`src/rtl/dla_vram_responder.sv`:
```
// Avalon-MM pixel-write responder: buffers writes in a FIFO and shares a
// single-port SRAM with display reads. Optional stats: DLA_VRAM_RESPONDER_STATS_EN.
module dla_vram_responder #(
   parameter int AVN_AW         = 19,
   parameter int AVN_DW         = 16,
   parameter int DEPTH          = 4,
   parameter int WR_CYCLES      = 2,
   parameter int RD_CYCLES      = 2,
   parameter int READ_BURST_MAX = 8
) (
   input  logic              clk,
   input  logic              rst_n,
   input  logic [AVN_AW-1:0] avn_address,
   input  logic              avn_write,
   input  logic [AVN_DW-1:0] avn_writedata,
   output logic              avn_waitrequest,
   input  logic              vga_rd_req,
   input  logic [AVN_AW-1:0] vga_rd_addr,
   output logic [AVN_DW-1:0] vga_rd_data,
   output logic              vga_rd_valid,
   output logic [AVN_AW-1:0] sram_addr,
   output logic              sram_we,
   output logic              sram_oe,
   output logic [AVN_DW-1:0] sram_wdata,
   input  logic [AVN_DW-1:0] sram_rdata,
   output logic [31:0]       wr_count
);

   localparam int PW   = $clog2(DEPTH);
   localparam int CW   = PW + 1;
   localparam int MAXC = (WR_CYCLES > RD_CYCLES) ? WR_CYCLES : RD_CYCLES;
   localparam int YW   = $clog2(MAXC + 1);
   localparam int BW   = $clog2(READ_BURST_MAX + 1);

   typedef enum logic [1:0] {
      S_IDLE,
      S_READ,
      S_WRITE
   } state_t;

   state_t            state;
   logic [YW-1:0]     cyc;
   logic [BW-1:0]     burst_cnt;

   logic [AVN_AW-1:0] fifo_addr [DEPTH];
   logic [AVN_DW-1:0] fifo_data [DEPTH];
   logic [PW-1:0]     wr_ptr;
   logic [PW-1:0]     rd_ptr;
   logic [CW-1:0]     count;

   logic              push;
   logic              pop;
   logic              nonempty;
   logic              rd_go;
   logic              wr_go;

   assign avn_waitrequest = (count == CW'(DEPTH));
   assign push     = avn_write & ~avn_waitrequest;
   assign nonempty = (count != '0);

   // Reads win unless a write has waited through a full read burst.
   assign rd_go = (state == S_IDLE) & vga_rd_req &
                  ~(nonempty & (burst_cnt == BW'(READ_BURST_MAX)));
   assign wr_go = (state == S_IDLE) & ~rd_go & nonempty;
   assign pop   = wr_go;

   always_ff @(posedge clk) begin
      if (push) begin
         fifo_addr[wr_ptr] <= avn_address;
         fifo_data[wr_ptr] <= avn_writedata;
      end
   end

   always_ff @(posedge clk or negedge rst_n) begin
      if (!rst_n) begin
         wr_ptr <= '0;
         rd_ptr <= '0;
         count  <= '0;
      end else begin
         if (push) wr_ptr <= wr_ptr + PW'(1);
         if (pop)  rd_ptr <= rd_ptr + PW'(1);
         if (push && !pop)
            count <= count + CW'(1);
         else if (pop && !push)
            count <= count - CW'(1);
      end
   end

   always_ff @(posedge clk or negedge rst_n) begin
      if (!rst_n) begin
         state        <= S_IDLE;
         cyc          <= '0;
         burst_cnt    <= '0;
         sram_addr    <= '0;
         sram_wdata   <= '0;
         sram_we      <= 1'b0;
         sram_oe      <= 1'b0;
         vga_rd_data  <= '0;
         vga_rd_valid <= 1'b0;
      end else begin
         vga_rd_valid <= 1'b0;
         unique case (state)
            S_IDLE: begin
               cyc <= '0;
               if (rd_go) begin
                  state     <= S_READ;
                  sram_addr <= vga_rd_addr;
                  sram_oe   <= 1'b1;
                  burst_cnt <= nonempty ? burst_cnt + BW'(1) : '0;
               end else if (wr_go) begin
                  state      <= S_WRITE;
                  sram_addr  <= fifo_addr[rd_ptr];
                  sram_wdata <= fifo_data[rd_ptr];
                  sram_we    <= 1'b1;
                  burst_cnt  <= '0;
               end
            end
            S_READ: begin
               if (cyc == YW'(RD_CYCLES - 1)) begin
                  state        <= S_IDLE;
                  sram_oe      <= 1'b0;
                  vga_rd_data  <= sram_rdata;
                  vga_rd_valid <= 1'b1;
               end else begin
                  cyc <= cyc + YW'(1);
               end
            end
            S_WRITE: begin
               if (cyc == YW'(WR_CYCLES - 1)) begin
                  state   <= S_IDLE;
                  sram_we <= 1'b0;
               end else begin
                  cyc <= cyc + YW'(1);
               end
            end
            default: state <= S_IDLE;
         endcase
      end
   end

`ifdef DLA_VRAM_RESPONDER_STATS_EN
   logic [31:0] wr_cnt_q;

   always_ff @(posedge clk or negedge rst_n) begin
      if (!rst_n)
         wr_cnt_q <= '0;
      else if (push)
         wr_cnt_q <= wr_cnt_q + 32'd1;
   end

   assign wr_count = wr_cnt_q;
`else
   assign wr_count = '0;
`endif

endmodule
```
`config.mk`:
```
export PLATFORM = sky130hd
export DESIGN_NAME = dla_vram_responder
export DESIGN_NICKNAME = d
export VERILOG_FILES = /design/src/rtl/dla_vram_responder.sv
export SDC_FILE = /design/constraint.sdc
export NUM_CORES = 1
export LEC_CHECK = 0
export ABC_AREA = 1
export CORE_MARGIN = 4
export CORE_UTILIZATION = 40
export DETAILED_ROUTE_END_ITERATION = 6
export PLACE_DENSITY = 0.71
export SLEW_MARGIN = 20
export SYNTH_ARGS = -nofsm -noshare
export SYNTH_HDL_FRONTEND = slang
export SYNTH_SLANG_ARGS = --single-unit
```
`constraint.sdc`:
```
create_clock -name clk -period 3.8 [get_ports clk]
set_clock_uncertainty 0.1 [all_clocks]
set_input_delay 0.38 -clock clk [delete_from_list [all_inputs] [get_ports clk]]
set_output_delay 0.38 -clock clk [all_outputs]
set_load 0.005 [all_outputs]
```
==> Word-level counts from Yosys, hierarchy flattened <==
Memories as Yosys holds them, arrays and structs flattened. A register that Yosys moved wholly into a read port is not among the register bits.
Index checks and enable logic that the tools add are counted.
{ "totals": {"out_inout_bits": 87, "input_bits": 74, "elab_cells": 84, "ram_bits": 140, "memories": 2, "regBits": 53} }
{ "mem_list": {"columns": ["memory", "depth", "word_bits", "read_ports", "rd_ports_with_merged_regs", "wr", "line_no", "rtl"], "rows": [
  ["fifo_addr", 4, 19, 1, 0, 1, "45", "logic [AVN_AW-1:0] fifo_addr [DEPTH];"],
  ["fifo_data", 4, 16, 1, 1, 1, "46", "logic [AVN_DW-1:0] fifo_data [DEPTH];"]
]} }
{ "op_classes": {"n_reduce_logical": 20, "eq_ne": 13, "n_bitwise": 9, "n_mux": 23, "n_addsub": 6} }
{ "ops": {"columns": ["operator", "n"], "rows": [
  ["$mux W19", 2],
  ["$mux W4", 3],
  ["$ne A2 B2 Y1 const B", 6],
  ["$reduce_bool A2 Y1", 5],
  ["$mux W1", 8],
  ["$mux W2", 4],
  ["$pmux W2 S2", 2],
  ["$reduce_and A2 Y1", 4],
  ["$add A2 B1 Y2 const B", 3],
  ["$and A1 B1 Y1", 6],
  ["$mux W3", 2],
  ["$reduce_and A3 Y1", 2],
  ["$add A4 B1 Y4 const B", 1],
  ["$eq A2 B1 Y1 const B", 2],
  ["$eq A4 B4 Y1 const B", 1],
  ["$pmux W1 S2", 2],
  ["$reduce_and A4 Y1", 1],
  ["$add A3 B1 Y3 const B", 1],
  ["$eq A3 B3 Y1 const B", 1],
  ["$logic_not A1 Y1", 3],
  ["$ne A3 B3 Y1 const B", 1],
  ["$not A1 Y1", 3],
  ["$reduce_bool A3 Y1", 1],
  ["$sub A3 B1 Y3 const B", 1],
  ["other kinds (5)", 6]
]} }

==> Depth between registers and ports, before layout <==
Gate-level depths: netlist (run 1).
{ "depth": {"word_depth": 10, "mapped_depth": 14, "mapped_depth_nobuf": 13} }

==> Least setup slack after synthesis (run 1) <==
Ideal clock, no wire load.
{ "synth_timing": {"kind": "flip-flop to flip-flop", "from": "register wr_ptr[0]", "to": "memory fifo_addr[2][0] (enable)", "arrival_time_ns": 2.141, "path_slack_ns": 1.132, "n_path_buf": 0, "synth_period_minus_slack_ns": 2.668, "stages_incl_launch_ff": 5, "setup_time_ns": 0.427, "t_required_ns": 3.273, "cell_sequence": "dfrtp_1 -> inv_1 -> ha_1 -> inv_1 -> nor2_1"} }
{ "synth_rtl": {"columns": ["item", "line_no", "rtl"], "rows": [
  ["start: declaration", "47", "logic [PW-1:0] wr_ptr;"],
  ["start signal: assignment", "80", "if (push) wr_ptr <= wr_ptr + PW'(1);"],
  ["end: declaration", "45", null]
]} }
Straight into the memory's write port.

==> Worst setup path after layout (run 1) <==
{ "layout_timing": {"from": "register burst_cnt[0]", "to": "register count[1]"} }
{ "layout_via": {"elab_chain_len": 10, "elab_cells_between_ends": 12, "classes_between": "eq/ne: 1; mux: 1; bitwise: 6; reduce/logical: 4"} }
{ "layout_lines": {"columns": ["item", "line_no", "rtl"], "rows": [
  ["start: declaration", "43", "logic [BW-1:0] burst_cnt;"],
  ["start signal: assignment", "109", "burst_cnt <= nonempty ? burst_cnt + BW'(1) : '0;"],
  ["$eq A4 B4 Y1 *", "63", "~(nonempty & (burst_cnt == BW'(READ_BURST_MAX)));"],
  ["$and A1 B1 Y1 *", "63", null],
  ["$not A1 Y1 *", "63", null],
  ["$and A1 B1 Y1 *", "62", "assign rd_go = (state == S_IDLE) & vga_rd_req &"],
  ["$not A1 Y1 (no source line) *", null, null],
  ["$and A1 B1 Y1 * (2 in series)", "64", "assign wr_go = (state == S_IDLE) & ~rd_go & nonempty;"],
  ["$logic_not A1 Y1", "82", "if (push && !pop)"],
  ["$logic_and A1 B1 Y1", "82", null],
  ["$mux W3 / $reduce_bool A2 Y1 (equally long branches)", null, null],
  ["end signal: assignment", "83", "count <= count + CW'(1);"],
  ["end signal: assignment", "85", "count <= count - CW'(1);"],
  ["end: declaration", "49", "logic [CW-1:0] count;"]
]} }
Mark *: on every way between the ends. The rest lies on a longest branch, timed or not.
A chain may end at the register's enable or synchronous reset.

==> results of run 1 <==
==> worst paths after layout <==
path	to	slack, ns	cells past startpoint
worst max-delay path	count[1]	0.96	11
worst min-delay path	vga_rd_data[8]	0.31	3
worst max register to register	count[1]	0.96	11
worst min register to register	vga_rd_data[8]	0.38	2
max in group asynchronous	rd_ptr[0]	2.48	2
min in group asynchronous	vga_rd_data[2]	0.47	2
==> flip-flops by register name (all words and copies together) (netlist names) <==
signal,count
sram_wdata,16
burst_cnt,4
vga_rd_valid,1
rd_ptr,2
state,2
fifo_data,64
sram_oe,1
count,3
fifo_addr,76
vga_rd_data,16
sram_we,1
wr_ptr,2
cyc,2
sram_addr,19
==> power breakdown <==
group | internal (mW) | switching [mW] | leakage, nW
Clock | 1.47 | 0.889 | 0.396
Combinational | 1.34 | 2.04 | 2.44
Sequential | 3.14 | 0.266 | 2.12
Total | 5.96 | 3.19 | 4.96
==> per-layer routing <==
metal / track usage / part of all wire
met5: 0 / 0
met4: 0.03748 / 0.016
met3: 0.03779 / 0.069
met2: 0.2837 / 0.49
met1: 0.2142 / 0.43
==> timing repair <==
action | 4_1_cts | 5_1_grt
setup endpoints to repair | 0 | 0
hold buffers | 1 | 0
hold endpoints to repair | 69 | 0
==> area by class of cell <==
class | instances | area [um2] | area share
clock buffers | 33 | 653.1 | 0.05755
clock inverters | 8 | 157.7 | 0.01389
well taps | 285 | 356.6 | 0.03142
multi-input cells | 547 | 2545 | 0.2242
repair buffers | 140 | 1371 | 0.1208
inverters | 89 | 334.1 | 0.02943
flip-flops and latches | 209 | 5932 | 0.5227
==> cells in the mapped netlist (all sizes together) <==
library cell	number
nand2	336
xor2	5
nand4	19
mux2	1
or2	1
buf	65
fa	1
o22ai	1
clkbuf	10
ha	11
a21oi	4
clkinv	2
o21ai	13
xnor2	1
nand3b	20
nor2	8
dfrtp	69
edfxtp	140
inv	87
conb	1
nand3	94
==> per-stage QoR <==
step	hold slack, ns	util	instance area, um2	instances
after detailed placement	0.3635	0.4665	10530	1269
after floorplan	-0.01559	-	9276	920
after CTS	0.2921	0.5028	11350	1311
after global placement	0.3615	0.4665	10530	1269
after global routing	0.3151	0.5028	11350	1311
final	0.3125	0.5028	11350	1311
==> cell families (layout without fill, tap and decap cells) <==
| family | after synthesis | in the layout |
|---|---|---|
| and+or+nand+nor | 478 | 478 |
| DFF | 209 | 209 |
| buffers and inverters | 164 | 270 |
| AOI/OAI and AO/OA | 18 | 18 |
| adders and majority gates | 12 | 12 |
| xor gates and xnor gates | 6 | 6 |
| other | 1 | 32 |
| muxes | 1 | 1 |
==> worst register-to-register path, stage by stage, from the launching register on <==
cell,delay (ns)
dfrtp_1,0.40
inv_1,0.10
ha_1,0.15
inv_1,0.04
nor2_2,0.12
nand2_2,0.30
nand2_4,0.18
nand3_4,0.25
ha_1,0.30
inv_1,0.09
fa_1,0.42
mux2_2,0.27
==> flow_summary.yaml, run 1 <==
clock_network:
  cts_resized: 0
  clk_latency_ns: 0.52
  htree_levels: 1
  cts.path.max_buffers: 3
  cts-root-buf: "clkbuf_16"
  path_clk_slew_ns: 0.06
  cts_buffers: 23
  cts_sinks: 209
  cts_tree: "yes"
  cts_setup_buffers: 0
sta:
  rsz0062_at_grt: "no"
  fin_crit_sh: 0.7472
  worstMarginPinSlew_ns: 0.9622
  slew-limit-headroom: 0.3570
  setup_violations: 0
  setup_slack_ns: 0.9606
  fin_crit_ns: 2.839
  tns_ns: 0
  hold_viol_final: 0
  maxClockFrequency_mhz: 352.2
  slew_viol_final: 0
die:
  die-area_um2: 25380
  core-area_um2: 22570
  io_pins: 161
  die_width_um: 159.3
  die_h_um: 159.3
  num_rows: 55
  start_util: 0.4058
worst_setup_path:
  path_max_fanout: 20
  crit_required_ns: 4.09
  critPathKind: "reg -> reg"
  path_cells: "inv_1 -> ha_1 -> inv_1 -> nor2_2 -> nand2_2 -> nand2_4 -> nand3_4 -> ha_1 -> inv_1 -> fa_1 -> mux2_2"
  slowest_stage: "fa_1"
  slowest_delay_ns: 0.42
  critPathLaunch: "burst_cnt[0]"
  crit_top_cell: "inv_1"
  r2r-start: "burst_cnt[0]"
  crit_family: "adder cells"
  critical_path_arrival_ns: 3.13
  cp_num_buf_inv: 3
  end_kind: "flip-flop"
  cp-start-kind: "flip-flop"
route:
  drt_iter0_markers: 433
  route.detailed.drc: 0
  first_pass_iters: 5
  viasPerCell: 4.879
  wl_per_cell_um: 16.17
  wl_um: 21200
  vias: 6396
  antenna_left: 0
pwr:
  power_density_nw_per_um2: 806.3
  leakage_nw: 4.961
  p_total_mw: 9.152
  vdd_ir_drop_max_mv: 0.4068
layout:
  final_nets: 1096
  final_common_cell: "nand2_1"
  n_fill_cell: 1988
  n_antenna_cell: 0
  area_growth_pct: 23.90
  most-common-layout-cells: "333 x nand2_1, 140 x edfxtp_1, 127 x clkdlybuf4s50_1, 93 x nand3_1, 83 x inv_1"
  drive_gt1_frac: 0.06335
grt:
  grt-ovfl-total: 0
  first_global_vias: 6451
  grtUsageTotal: 0.1649
  grt_pass1_wl_um: 34260
  antenna_found_initial: 0
  grt_max_degree: 73
logic_synthesis:
  synth.largest_area_cell: "edfxtp_1"
  synth_fa_ha_area_frac: 0.01721
  synth_cell_types: 32
  synth_area_per_cell_um2: 10.30
  synthesis.instances: 889
  synth_xor_area_frac: 0.005737
  synth_top_family_by_area: "simple AND/OR/NAND/NOR gates"
  yosysTopAreaCellShare: 0.4590
  synth-seq-area-share: 0.6475
  yosys.area_share.simple: 0.2257
  muxShareOfSynthArea: 0.001229
  netlist_top_cells_area: "edfxtp_1 46%, dfrtp_1 19%, nand2_1 14%"
  ys_seq_elements: 209
  synth_compound_area_frac: 0.01161
  yosys_warnings: 0
  synthesis.area_um2: 9160
status:
  outcome: "finished, final reports clean"
placed_design:
  hpwlAfterDp_um: 13040
  port_buffers: 128
  place_ws_ns: 0.7791
  gpl.final_weighted_congestion: 0.7499
run:
  drv_cap: 0
hold_path:
  min_path_type: "in -> reg"
  hold_path_startpoint: "sram_rdata[8]"
Note: power is estimated with default switching activity, not from simulation.
==> run 2, diff against run 1 <==
Settings changed: PLACE_DENSITY 0.71 to 0.74.
Clock period 3.8 ns to 2.38 ns, I/O delays scaled along.
==> flow_summary.yaml, run 2 (synthesized netlist as in run 1, its figures left out) <==
status:
  outcome: "finished, final reports clean"
die:
  num_rows: 55
  core-area_um2: 22570
  die_h_um: 159.3
  die_width_um: 159.3
  start_util: 0.4058
  io_pins: 161
  die-area_um2: 25380
sta:
  hold_viol_final: 0
  setup_violations: 0
  fin_crit_sh: 0.9209
  slew-limit-headroom: 0.5620
  maxClockFrequency_mhz: 456.3
  setup_slack_ns: 0.1883
  holdWs_ns: 0.1652
  worstMarginPinSlew_ns: 0.6529
  rsz0062_at_grt: "no"
  slew_viol_final: 0
  fin_crit_ns: 2.192
worst_setup_path:
  cp.depth: 4
  crit_family: "buffers and inverters"
  crit_required_ns: 2.04
  slowest_delay_ns: 0.56
  cp_num_buf_inv: 2
  critical_path_arrival_ns: 1.85
  cp-start-kind: "flip-flop"
  timing.rr.end: "count[1]"
  rrSetupSlack_ns: 0.20
  r2r-start: "burst_cnt[0]"
  critPathKind: "reg -> out"
  r2r_cells: 11
  end_kind: "primary output"
  path_max_fanout: 3
  path_cells: "nor2_2 -> inv_1 -> nor2_1 -> clkdlybuf4s50_1"
  slowest_stage: "clkdlybuf4s50_1"
route:
  viasPerCell: 4.817
  drt_iter0_markers: 474
  wl_um: 20740
  vias: 6411
  first_pass_iters: 4
  route.detailed.drc: 0
  antenna_left: 0
  wl_per_cell_um: 15.59
clock_network:
  clk_latency_ns: 0.53
  htree_levels: 1
  cts_resized: 0
  cts_buffers: 24
  path_clk_slew_ns: 0.06
  cts-root-buf: "clkbuf_16"
  cts.path.max_buffers: 3
  cts_tree: "yes"
  cts_setup_buffers: 0
  cts_sinks: 209
layout:
  fin_util: 0.5104
  drive_gt1_frac: 0.08509
  top_register: "fifo_addr"
  n_antenna_cell: 0
  largest_reg_flops: 76
  seq_area_um2: 5933
  largestRegisters: "fifo_addr: 76 flops, fifo_data: 64 flops, sram_addr: 19 flops"
  n_fill_cell: 1973
  final_nets: 1114
  most-common-layout-cells: "333 x nand2_1, 140 x edfxtp_1, 127 x clkdlybuf4s50_1, 93 x nand3_1, 83 x inv_1"
  final_common_cell: "nand2_1"
  final_cells: 1331
  multiInputGateArea_um2: 2545
  area_growth_pct: 25.77
placed_design:
  gpl.final_weighted_congestion: 0.7306
  hpwlAfterDp_um: 13270
  place_ws_ns: 0.1601
  place_inst: 1286
  port_buffers: 128
hold_path:
  hold_end: "vga_rd_data[11]"
  hold_path_startpoint: "sram_rdata[11]"
  min_path_type: "in -> reg"
  hold_depth: 3
pwr:
  p_clk_frac: 0.254
  switching_power_mw: 5.146
  leakage_nw: 5.059
  combPwrFrac: 0.373
  power_density_nw_per_um2: 1277
  p_seq_frac: 0.373
  switching_share: 0.3498
  vdd_ir_drop_max_mv: 0.7019
  p_total_mw: 14.71
  cell_internal_pwr_mw: 9.563
grt:
  grt_pass1_wl_um: 33190
  grt-ovfl-total: 0
  grtUsageTotal: 0.1596
  first_global_vias: 6344
  grt_max_degree: 45
  antenna_found_initial: 1
run:
  drv_cap: 0
run 2: cell count changes in the layout (fill, tap and decap cells not counted), sizes merged:
| cell | before | now |
|---|---|---|
| clkbuf | 33 | 29 |
| clkinvlp | 0 | 1 |
| buf | 12 | 29 |
| bufinv | 4 | 3 |
| clkinv | 4 | 13 |
| inv | 89 | 87 |
run 2: through the flow:
stage	area [um2]	setup TNS, ns
6_report	11520	0
2_1_floorplan	9276	-38.40
5_1_grt	11520	0
3_5_place_dp	10680	0
3_3_place_gp	10680	0
4_1_cts	11520	0
run 2: cell type report:
| class | instances | share of cell area |
|---|---|---|
| clock buffers | 29 | 0.05636 |
| clock inverters | 15 | 0.01553 |
| inverters | 89 | 0.02900 |
| multi-input cells | 547 | 0.2209 |
| flip-flops and latches | 209 | 0.5150 |
| well taps | 285 | 0.03095 |
| repair buffers | 157 | 0.1323 |
run 2: worst max path at each step:
stage / from / to / slack (ns)
final: count[1] / avn_waitrequest / 0.19
after global routing: count[1] / avn_waitrequest / 0.03
after CTS: count[1] / avn_waitrequest / 0.10
after detailed placement: vga_rd_req / count[2] / 0.16
after global placement: vga_rd_req / count[2] / 0.15
after floorplan: wr_ptr[0] / fifo_addr[2][0] / -0.29
run 2: power groups by stage:
| stage | Clock, mW | Combinational (mW) | Sequential, mW |
|---|---|---|---|
| floorplan | 0 | 3.37 | 5.50 |
| global placement | 0 | 5.41 | 5.52 |
| detailed placement | 0 | 5.55 | 5.55 |
| CTS | 3.81 | 5.57 | 5.50 |
| global route | 3.97 | 6.17 | 5.60 |
| finish | 3.73 | 5.49 | 5.49 |
run 2: routing by layer:
| layer | GRT usage | vias up | part of all wire |
|---|---|---|---|
| li1 | - | 3107 | - |
| met1 | 0.2014 | 3034 | 0.42 |
| met2 | 0.2695 | 223 | 0.48 |
| met3 | 0.04375 | 45 | 0.074 |
| met4 | 0.04892 | 2 | 0.030 |
| met5 | 0 | - | 0.00063 |
run 2: worst register-to-register path, cell delays in order (launching register included):
cell and delay, ns:
dfrtp_1 0.40, inv_1 0.09, ha_1 0.14, inv_1 0.04, nor2_2 0.13, nand2_2 0.09, nand2_4 0.08, nand3_4 0.06
ha_1 0.17, inv_1 0.09, fa_1 0.41, mux2_2 0.27
run 2: timing repair:
item                                    4_1_cts  5_1_grt
hold buffers                                  1        0
hold endpoints to repair                     42        0
endpoints found under the setup margin        0        0
==> run 3, diff against run 2 <==
Settings changed: PLACE_DENSITY 0.74 to 0.71.
Clock period 2.38 ns to 2.3 ns, I/O delays scaled along.
==> flow_summary.yaml, run 3 (synthesized netlist as in run 1, its figures left out) <==
clock_network:
  cts.path.max_buffers: 3
  cts_setup_buffers: 0
  cts-root-buf: "clkbuf_16"
  cts_buffers: 23
  path_clk_slew_ns: 0.06
  clk_latency_ns: 0.52
  cts_sinks: 209
  cts_tree: "yes"
  htree_levels: 1
route:
  wl_per_cell_um: 15.44
  wl_um: 20460
  viasPerCell: 4.783
  vias: 6337
  route.detailed.drc: 0
  first_pass_iters: 5
  antenna_left: 0
  drt_iter0_markers: 385
placed_design:
  port_buffers: 128
  hpwlAfterDp_um: 12750
  dpl_cell_area_um2: 10700
  gpl.final_weighted_congestion: 0.7099
sta:
  fin_crit_ns: 2.146
  worstMarginPinSlew_ns: 0.6555
  slew-limit-headroom: 0.5603
  fin_crit_sh: 0.9330
  slew_viol_final: 0
  setup_violations: 0
  rsz0062_at_grt: "no"
  maxClockFrequency_mhz: 466.0
  hold_viol_final: 0
  tns_ns: 0
grt:
  grtUsageTotal: 0.1585
  grt-ovfl-total: 0
  grt_max_degree: 72
  grt_pass1_wl_um: 32720
  antenna_found_initial: 1
  first_global_vias: 6356
layout:
  drive_gt1_frac: 0.08181
  postLayoutCellArea_um2: 11500
  largest_reg_flops: 76
  top_register: "fifo_addr"
  fin_util: 0.5096
  largestRegisters: "fifo_addr: 76 flops, fifo_data: 64 flops, sram_addr: 19 flops"
  area_growth_pct: 25.58
  final_nets: 1108
  n_fill_cell: 1965
  final_common_cell: "nand2_1"
  most-common-layout-cells: "332 x nand2_1, 140 x edfxtp_1, 127 x clkdlybuf4s50_1, 93 x nand3_1, 81 x inv_1"
die:
  core-area_um2: 22570
  num_rows: 55
  die_h_um: 159.3
  io_pins: 161
  die_width_um: 159.3
  die-area_um2: 25380
  start_util: 0.4058
worst_setup_path:
  critical_path_arrival_ns: 2.44
  path_cells: "inv_2 -> ha_1 -> inv_1 -> nor2_2 -> nand2_2 -> nand2_4 -> nand3_4 -> ha_1 -> inv_2 -> fa_1 -> mux2_2"
  cp_num_buf_inv: 3
  critPathKind: "reg -> reg"
  slowest_delay_ns: 0.40
  cp-start-kind: "flip-flop"
  critPathLaunch: "burst_cnt[0]"
  slowest_stage: "dfrtp_1"
  r2r-start: "burst_cnt[0]"
  crit_required_ns: 2.59
  path_max_fanout: 3
  end_kind: "flip-flop"
  crit_family: "adder cells"
pwr:
  cell_internal_pwr_mw: 9.895
  combPwrFrac: 0.377
  switching_power_mw: 5.297
  vdd_ir_drop_max_mv: 0.6570
  leakage_nw: 5.044
  p_clk_frac: 0.249
  p_seq_frac: 0.374
  power_density_nw_per_um2: 1321
  switching_share: 0.3487
status:
  outcome: "finished, final reports clean"
run:
  drv_cap: 0
hold_path:
  min_path_type: "in -> async"
## run 3: changes by cell type in the layout (fill, tap and decap cells not counted), sizes merged
cell and change:
buf -5, bufinv +1, clkbuf -4, clkinv +1
clkinvlp -1, diode +1, inv +1
## run 3: layout make-up
| type | count | area (um2) | share of cell area |
|---|---|---|---|
| sequential | 209 | 5933 | 0.5158 |
| multi-input combinational | 547 | 2547 | 0.2214 |
| timing repair buffer | 152 | 1536 | 0.1336 |
| clock buffer | 25 | 593.1 | 0.05156 |
| tap | 285 | 356.6 | 0.03100 |
| inverter | 89 | 334.1 | 0.02904 |
| clock inverter | 17 | 200.2 | 0.01740 |
| antenna | 1 | 2.502 | 0.0002175 |
## run 3: power by group through the flow
stage	Sequential, mW	Combinational [mW]	Clock [mW]
after floorplan	5.69	3.50	0
after global placement	5.74	5.65	0
after detailed placement	5.76	5.77	0
after CTS	5.69	5.82	3.88
after global routing	5.80	6.44	4.03
final	5.68	5.73	3.78
## run 3: repair_timing
| action | CTS | global route |
|---|---|---|
| setup endpoints to repair | 0 | 1 |
| endpoints found under the hold margin | 38 | 0 |
| resized for setup | 0 | 1 |
| hold buffers | 1 | 0 |
## run 3: path summary, 6_finish.rpt
| check | end | slack (ns) | cells past startpoint |
|---|---|---|---|
| worst max register to register | count[1] | 0.15 | 11 |
| worst min register to register | vga_rd_data[6] | 0.38 | 2 |
| min in group clk | vga_rd_data[14] | 0.17 | 3 |
| worst max-delay path | count[1] | 0.15 | 11 |
| max in group asynchronous | sram_addr[8] | 1.36 | 3 |
| worst min-delay path | sram_wdata[4] | 0.16 | 2 |
## run 3: per-stage QoR
step | hold slack [ns] | power, mW | setup WS [ns] | std cells
floorplan | -0.1656 | 9.195 | -0.3683 | 920
global placement | 0.1658 | 11.39 | 0.1441 | 1281
detailed placement | 0.1670 | 11.53 | 0.1447 | 1281
CTS | 0.1488 | 15.39 | 0.1134 | 1324
global route | 0.1780 | 16.27 | 0.03550 | 1324
finish | 0.1621 | 15.19 | 0.1541 | 1325
## run 3: metal layers
| layer | share of wire | GRT usage | up-vias |
|---|---|---|---|
| li1 | - | - | 3093 |
| met1 | 0.43 | 0.1958 | 2998 |
| met2 | 0.48 | 0.2779 | 203 |
| met3 | 0.067 | 0.04090 | 41 |
| met4 | 0.021 | 0.04181 | 2 |
| met5 | 0.00098 | 0 | - |
